[config.mk]
export PLATFORM = sky130hd
export DESIGN_NAME = akarin_fetch
export DESIGN_NICKNAME = d
export VERILOG_FILES = /design/src/rtl/akarin_pkg.sv /design/src/rtl/akarin_fetch_fifo.sv /design/src/rtl/akarin_fetch.sv
export SDC_FILE = /design/constraint.sdc
export NUM_CORES = 1
export LEC_CHECK = 0
export ABC_AREA = 1
export CAP_MARGIN = 20
export CORE_MARGIN = 3
export CORE_UTILIZATION = 50
export CTS_BUF_LIST = sky130_fd_sc_hd__clkbuf_8
export DETAILED_ROUTE_END_ITERATION = 10
export HOLD_SLACK_MARGIN = 0.03
export PLACE_DENSITY = 0.85
export SYNTH_ARGS = -nofsm -noshare
export SYNTH_HDL_FRONTEND = slang
export SYNTH_SLANG_ARGS = --single-unit
[constraint.sdc]
create_clock -name clk -period 3.9 [get_ports clk]
set_input_delay 0.78 -clock clk [delete_from_list [all_inputs] [get_ports clk]]
set_output_delay 0.78 -clock clk [all_outputs]
set_load 0.01 [all_outputs]
[src/rtl/akarin_pkg.sv]
// Shared types and constants for the akarin instruction fetch path.
package akarin_pkg;

  localparam int XLEN = 32;
  localparam logic [XLEN-1:0] INST_NOP = 32'h0000_0013;

  typedef struct packed {
    logic [XLEN-1:0] pc;
    logic [XLEN-1:0] inst;
  } fetch_entry_t;

  typedef logic [1:0] fetch_state_t;

  localparam fetch_state_t IDLE = 2'd0;
  localparam fetch_state_t REQ  = 2'd1;
  localparam fetch_state_t WAIT = 2'd2;
  localparam fetch_state_t HOLD = 2'd3;

  function automatic logic [XLEN-1:0] align_pc(input logic [XLEN-1:0] a);
    return {a[XLEN-1:2], 2'b00};
  endfunction

endpackage

[src/rtl/akarin_fetch_fifo.sv]
// Two-entry fetch buffer; head is registered, visible the cycle after push.
// Push while full is accepted only alongside a pop; flush beats push and pop.
module akarin_fetch_fifo
  import akarin_pkg::*;
(
  input  logic         clk,
  input  logic         rst,
  input  logic         push,
  input  fetch_entry_t push_dat,
  input  logic         pop,
  input  logic         flush,
  output fetch_entry_t head_dat,
  output logic         full,
  output logic         empty
);

  fetch_entry_t mem_q [2];
  fetch_entry_t mem_d [2];
  logic         wr_ptr_q, wr_ptr_d;
  logic         rd_ptr_q, rd_ptr_d;
  logic [1:0]   count_q, count_d;
  logic         do_push, do_pop;

  assign full    = (count_q == 2'd2);
  assign empty   = (count_q == 2'd0);
  assign do_pop  = pop && !empty;
  assign do_push = push && (!full || do_pop);

  // An empty buffer presents a NOP at pc 0 so decode never sees stale data.
  assign head_dat = empty ? '{pc: '0, inst: INST_NOP} : mem_q[rd_ptr_q];

  always_comb begin
    mem_d    = mem_q;
    wr_ptr_d = wr_ptr_q;
    rd_ptr_d = rd_ptr_q;
    count_d  = count_q;
    if (flush) begin
      wr_ptr_d = 1'b0;
      rd_ptr_d = 1'b0;
      count_d  = 2'd0;
    end else begin
      if (do_push) begin
        mem_d[wr_ptr_q] = push_dat;
        wr_ptr_d        = !wr_ptr_q;
      end
      if (do_pop) begin
        rd_ptr_d = !rd_ptr_q;
      end
      count_d = count_q + {1'b0, do_push} - {1'b0, do_pop};
    end
  end

  always_ff @(posedge clk or negedge rst) begin
    if (!rst) begin
      mem_q[0] <= '{pc: '0, inst: INST_NOP};
      mem_q[1] <= '{pc: '0, inst: INST_NOP};
      wr_ptr_q <= 1'b0;
      rd_ptr_q <= 1'b0;
      count_q  <= 2'd0;
    end else begin
      mem_q    <= mem_d;
      wr_ptr_q <= wr_ptr_d;
      rd_ptr_q <= rd_ptr_d;
      count_q  <= count_d;
    end
  end

endmodule

[src/rtl/akarin_fetch.sv]
// Instruction fetch: one outstanding bus request, 2-entry buffer to decode.
// rvalid -> if_valid is one cycle; decode stall parks the FSM in HOLD when full.
module akarin_fetch
  import akarin_pkg::*;
#(
  parameter logic [XLEN-1:0] RESET_PC = 32'h0000_0000
)
(
  input  logic            clk,
  input  logic            rst,
  output logic            inst_bus_req,
  output logic [XLEN-1:0] inst_bus_addr,
  output logic            inst_bus_we,
  input  logic            inst_bus_ready,
  input  logic            inst_bus_rvalid,
  input  logic [XLEN-1:0] inst_bus_rdata,
  input  logic            redirect,
  input  logic [XLEN-1:0] redirect_pc,
  output logic            if_valid,
  input  logic            if_ready,
  output logic [XLEN-1:0] if_pc,
  output logic [XLEN-1:0] if_inst,
  output logic            if_stop
);

  fetch_state_t    state_q, state_d;
  logic [XLEN-1:0] pc_q, pc_d;
  logic [XLEN-1:0] issued_q, issued_d;
  logic            discard_q, discard_d;

  logic            hs, accept, pop, in_flight, full_after_push;
  logic            fifo_full, fifo_empty;
  fetch_entry_t    head, push_dat;

  assign inst_bus_req  = (state_q == REQ) && !discard_q;
  assign inst_bus_addr = pc_q;
  assign inst_bus_we   = 1'b0;

  assign hs     = inst_bus_req && inst_bus_ready;
  assign accept = inst_bus_rvalid && !discard_q && (state_q == WAIT);
  assign pop    = if_valid && if_ready;

  // A redirect leaves an orphan response behind if a request is on the bus.
  assign in_flight = ((state_q == WAIT) && !inst_bus_rvalid) || hs ||
                     (discard_q && !inst_bus_rvalid);

  assign full_after_push = fifo_full || (if_valid && !pop);
  assign push_dat        = '{pc: issued_q, inst: inst_bus_rdata};

  assign if_valid = !fifo_empty;
  assign if_pc    = head.pc;
  assign if_inst  = head.inst;
  assign if_stop  = !if_valid && !accept;

  always_comb begin
    state_d   = state_q;
    pc_d      = pc_q;
    issued_d  = issued_q;
    discard_d = discard_q;
    if (inst_bus_rvalid && discard_q) begin
      discard_d = 1'b0;
    end
    if (hs) begin
      pc_d     = pc_q + 32'd4;
      issued_d = pc_q;
    end
    case (state_q)
      IDLE:    state_d = REQ;
      REQ:     if (hs) state_d = WAIT;
      WAIT:    if (accept) state_d = full_after_push ? HOLD : REQ;
      HOLD:    if (!fifo_full || pop) state_d = REQ;
      default: state_d = IDLE;
    endcase
    if (redirect) begin
      state_d   = REQ;
      pc_d      = align_pc(redirect_pc);
      discard_d = in_flight;
    end
  end

  always_ff @(posedge clk or negedge rst) begin
    if (!rst) begin
      state_q   <= IDLE;
      pc_q      <= RESET_PC;
      issued_q  <= '0;
      discard_q <= 1'b0;
    end else begin
      state_q   <= state_d;
      pc_q      <= pc_d;
      issued_q  <= issued_d;
      discard_q <= discard_d;
    end
  end

  akarin_fetch_fifo u_fifo (
    .clk      (clk),
    .rst      (rst),
    .push     (accept && !redirect),
    .push_dat (push_dat),
    .pop      (pop),
    .flush    (redirect),
    .head_dat (head),
    .full     (fifo_full),
    .empty    (fifo_empty)
  );

endmodule
==> metrics list <==
- Top-area cell type share of the netlist area: 0.5020
- Including well taps, the total number of placed cells is between 1500 and 2000.
- Simple-gate share of the synthesized area: 0.2301
- In the post-synthesis netlist, the biggest area contributors are sky130_fd_sc_hd__dfrtp_1 (50%), sky130_fd_sc_hd__nand2_1 (17%), sky130_fd_sc_hd__o21ai_1 (6.0%).
- In the final routed layout, each cell accounts on average for approximately 14 microns.
* PostCTS Resize Cnt: 0
* Sequential power share: 0.496
* Rel. slew slack: 0.3910
* CTS tree: done
* Status: finished clean
- Across all hold checks on the routed design, the worst slack comes to around 430 ps.
- Via count of the first global-routing pass: approximately 7700
- Detailed-route via count: a little over 8000
- Post-synthesis instance area: between 9000 and 10000 sq um
- Maximum number of pins on one net before global-route repair: 117
- Of the available clock period, the critical path in the final layout requires 0.8615.
- Net Sw Power: approximately 1900 uW
* Internal cell power: approximately 3900 uW
* Critical setup path kind: register to output pin
* Clk_skew: between 10 and 15 ps
- Of all nets on the critical path, the largest fanout is 48.
- Final setup violation count: 0
* Fmax achieved: ~300 MHz
- Dividing total power by cell area gives a power density of around 510 nW/um^2.
- Clock tree synthesis selected as its root buffer the cell sky130_fd_sc_hd__clkbuf_8.
* Register area share after synthesis: 0.5191
* Most numerous cell in the Yosys netlist: sky130_fd_sc_hd__nand2_1
- Aggregate negative setup slack: 0 ps
- Total detailed-routing wirelength: roughly 22000 microns
- For this run, the total global-route usage over all layers was measured as 0.2290.
* WP data required: ~3100 ps
* Area taken by flip-flops and latches: between 4000 and 5000 sq um
- Total core area: between 15000 and 20000 sq um
- At the pin with the least slew margin, the transition time is 913.5 ps.
- Non-filler cells in the finished layout: 1563
- After synthesis, the largest family of logic cells by area is simple AND/OR/NAND/NOR gates.
* Number of buffers inserted by hold repair at cts: 0
* Violation count after the first detailed-route iteration: about 580
- Fraction of layout cells with a size suffix above 1: 0.05547
- The tightest min-delay check is of the input pin to async pin type.
- The synthesized design contains 0 enable-type register cells.
* Wire length of the first global-routing pass: 37350 microns
- 170 I/O pins were placed.
- Clock latency reported for the late side of the worst-skew pair: approximately 460 ps
- Routed via count divided by cell count: slightly above 5
- Of all flip-flops after synthesis, the portion carrying an async set or reset was 1.000.
- Clock-pin slew on the worst setup and hold paths: 90 ps
- Of the total synthesized cell area, the portion taken by full adders, half adders and majority gates is 0.006784.
- IR drop worst, VDD: approximately 0.25 mV
- Setup repair after global routing left no endpoint under its margin.
- Synthesis handed over a netlist of 1188 instances.
* Std cell rows: 49
- sky130_fd_sc_hd__dfrtp_1 takes more of the synthesized area than any other cell.
- The floorplan step set the die width to roughly 140 microns.
- In the synthesized netlist the dominant register cell turns out to be sky130_fd_sc_hd__dfrtp_1.
- Total clock buffers created by CTS: 17
* Synth Area in XOR/XNOR: 0.004749
- The pre-antenna-repair detailed-routing pass consisted of 5 iterations.
- Yosys mapped the design onto 33 distinct sky130hd cell types.
* Startpoint types: register
- The worst register-to-register path has a depth of 10.
* Full die area: approximately 20000 sq um
- Counting the fill cells in the layout gives between 1500 and 2000.
* Max Transition Viols Final: 0
- Clock tree synthesis found a total of between 150 and 200 sinks.
* Static leakage: about 0.005 uW
* Portion of netlist area occupied by mux cells: 0
- Synthesized-area fraction occupied by ao, oa, aoi and oai cells: 0.1445
- The die is roughly 140 microns tall.
* Combinational cell fraction of total power: 0.262
- Footprint of the multi-input gates: about 3600 sq um
- Buffers added to address setup during post-CTS repair amount to 0.
- The count of nets left with antenna violations once routing finished came out at 0.
* Flip-flop and latch count after synthesis: 191
* Effective utilization at floorplan: 0.5116
- The initial antenna violation count came to 0.
- Final critical delay including setup and external delays: between 3000 and 4000 ps
- CTS built an H-tree with a depth of 4.
* Half-perimeter wire length after placement: about 15000 microns
- Placer congestion estimate: approximately 0.94
* Sw Share: 0.3341
* Maximum root-to-sink buffer count: 2
* Endpoints failing hold: 0
- # DRC: 0
- Relative area change from synthesis to final layout: 23.09%
- Maximum Capacitance Violations: 0
* Top post-synthesis cells by count: sky130_fd_sc_hd__nand2_1 (417), sky130_fd_sc_hd__dfrtp_1 (185), sky130_fd_sc_hd__inv_1 (126)
- Total inserted antenna cells: 0
* Remaining global-route overflow: 0
- The worst setup path is captured at an output pin.
- After the last flow step, the layout net total stands at between 1000 and 1500.
- Number of I/O port buffers: ~160
* Share of total power in the clock network: 0.242
* Ys Warns: 0
- Dividing the synthesized area by the synthesized cell count gives 7.762 sq um.
- Data arrival time of the critical path: 2580 ps
## cells in the final DEF (no fill, tap or decap), types with 2 or more instances in the layout
cell and count:
sky130_fd_sc_hd__inv_2 6, sky130_fd_sc_hd__bufinv_16 4, sky130_fd_sc_hd__nor3_1 2, sky130_fd_sc_hd__and2_1 2
sky130_fd_sc_hd__buf_12 3, sky130_fd_sc_hd__o21bai_1 4, sky130_fd_sc_hd__ha_1 5, sky130_fd_sc_hd__inv_6 3
sky130_fd_sc_hd__nand2_4 2, sky130_fd_sc_hd__o21ai_1 110, sky130_fd_sc_hd__inv_1 127, sky130_fd_sc_hd__nor2_2 5
sky130_fd_sc_hd__dfrtp_1 184, sky130_fd_sc_hd__nand3_1 49, sky130_fd_sc_hd__o21ai_0 71, sky130_fd_sc_hd__o21ai_2 4
sky130_fd_sc_hd__clkinv_4 2, sky130_fd_sc_hd__buf_4 11, sky130_fd_sc_hd__clkbuf_8 19, sky130_fd_sc_hd__nor2_1 46
sky130_fd_sc_hd__dfstp_2 6, sky130_fd_sc_hd__clkdlybuf4s50_1 161, sky130_fd_sc_hd__clkinv_2 2, sky130_fd_sc_hd__nand2_1 417
sky130_fd_sc_hd__conb_1 5, sky130_fd_sc_hd__xor2_1 5, sky130_fd_sc_hd__a21oi_1 68, sky130_fd_sc_hd__nand3_2 2
sky130_fd_sc_hd__o211ai_1 2
## per-stage QoR
stage	utilization	setup slack [ps]	instance area (sq um)	total power, uW
after floorplan	-	1894	9236	3842
after global placement	0.6057	1021	10920	4343
after detailed placement	0.6057	1012	10920	4442
after CTS	0.6297	495.5	11350	5867
after global routing	0.6297	307.4	11350	6245
final	0.6297	540.1	11350	5825
## metal layers
metal  wire length [microns]  global-route usage  vias up
li1                        -                   -     4009
met2                   10660              0.3742      256
met4                     427             0.07525        0
met3                    1236             0.04415       30
met1                   10140              0.3095     3801
met5                       0                   0        -
## state kept, by name (all words and copies together) (netlist names)
register	flops
discard_q	1
u_fifo.mem_q	124
u_fifo.wr_ptr_q	1
u_fifo.rd_ptr_q	1
issued_q	30
u_fifo.count_q	2
state_q	2
inst_bus_addr	30
## logic make-up after synthesis
family	count (synthesis)
and+or+nand+nor	529
AOI/OAI and AO/OA	260
other	1
DFF	191
buffers and inverters	197
xor gates and xnor gates	5
adders and majority gates	5
## final timing paths
check / start / slack, ps / end
max in group asynchronous: rst / 2530 / issued_q[24]
min in group clk: u_fifo.mem_q[64] / 480 / u_fifo.mem_q[64]
min reg2reg: u_fifo.mem_q[64] / 480 / u_fifo.mem_q[64]
max reg2reg: state_q[0] / 1690 / u_fifo.mem_q[126]
min: rst / 430 / u_fifo.mem_q[22]
max: u_fifo.count_q[0] / 540 / if_inst[10]
## area by class of cell
cell class / instances / share of cell area
clock inverter: 13 / 0.01631
timing repair buffer: 176 / 0.1558
multi-input combinational: 804 / 0.3154
inverter: 132 / 0.04365
clock buffer: 18 / 0.02183
tap: 229 / 0.02524
sequential: 191 / 0.4218
## critical path, cell delays in order (launching register included)
cell and delay [ps]:
sky130_fd_sc_hd__dfrtp_1 400, sky130_fd_sc_hd__inv_1 100, sky130_fd_sc_hd__nand2_1 80, sky130_fd_sc_hd__inv_2 660, sky130_fd_sc_hd__buf_4 330, sky130_fd_sc_hd__a21oi_1 60, sky130_fd_sc_hd__clkdlybuf4s50_1 480
## power groups by stage
| stage | Combinational [uW] | Clock [uW] | Sequential (uW) |
|---|---|---|---|
| final | 1530 | 1410 | 2890 |
| after global routing | 1770 | 1520 | 2950 |
| after CTS | 1540 | 1440 | 2880 |
| after detailed placement | 1530 | 0 | 2910 |
| after global placement | 1450 | 0 | 2890 |
| after floorplan | 993 | 0 | 2850 |
Note: power is estimated with default switching activity, not from simulation.
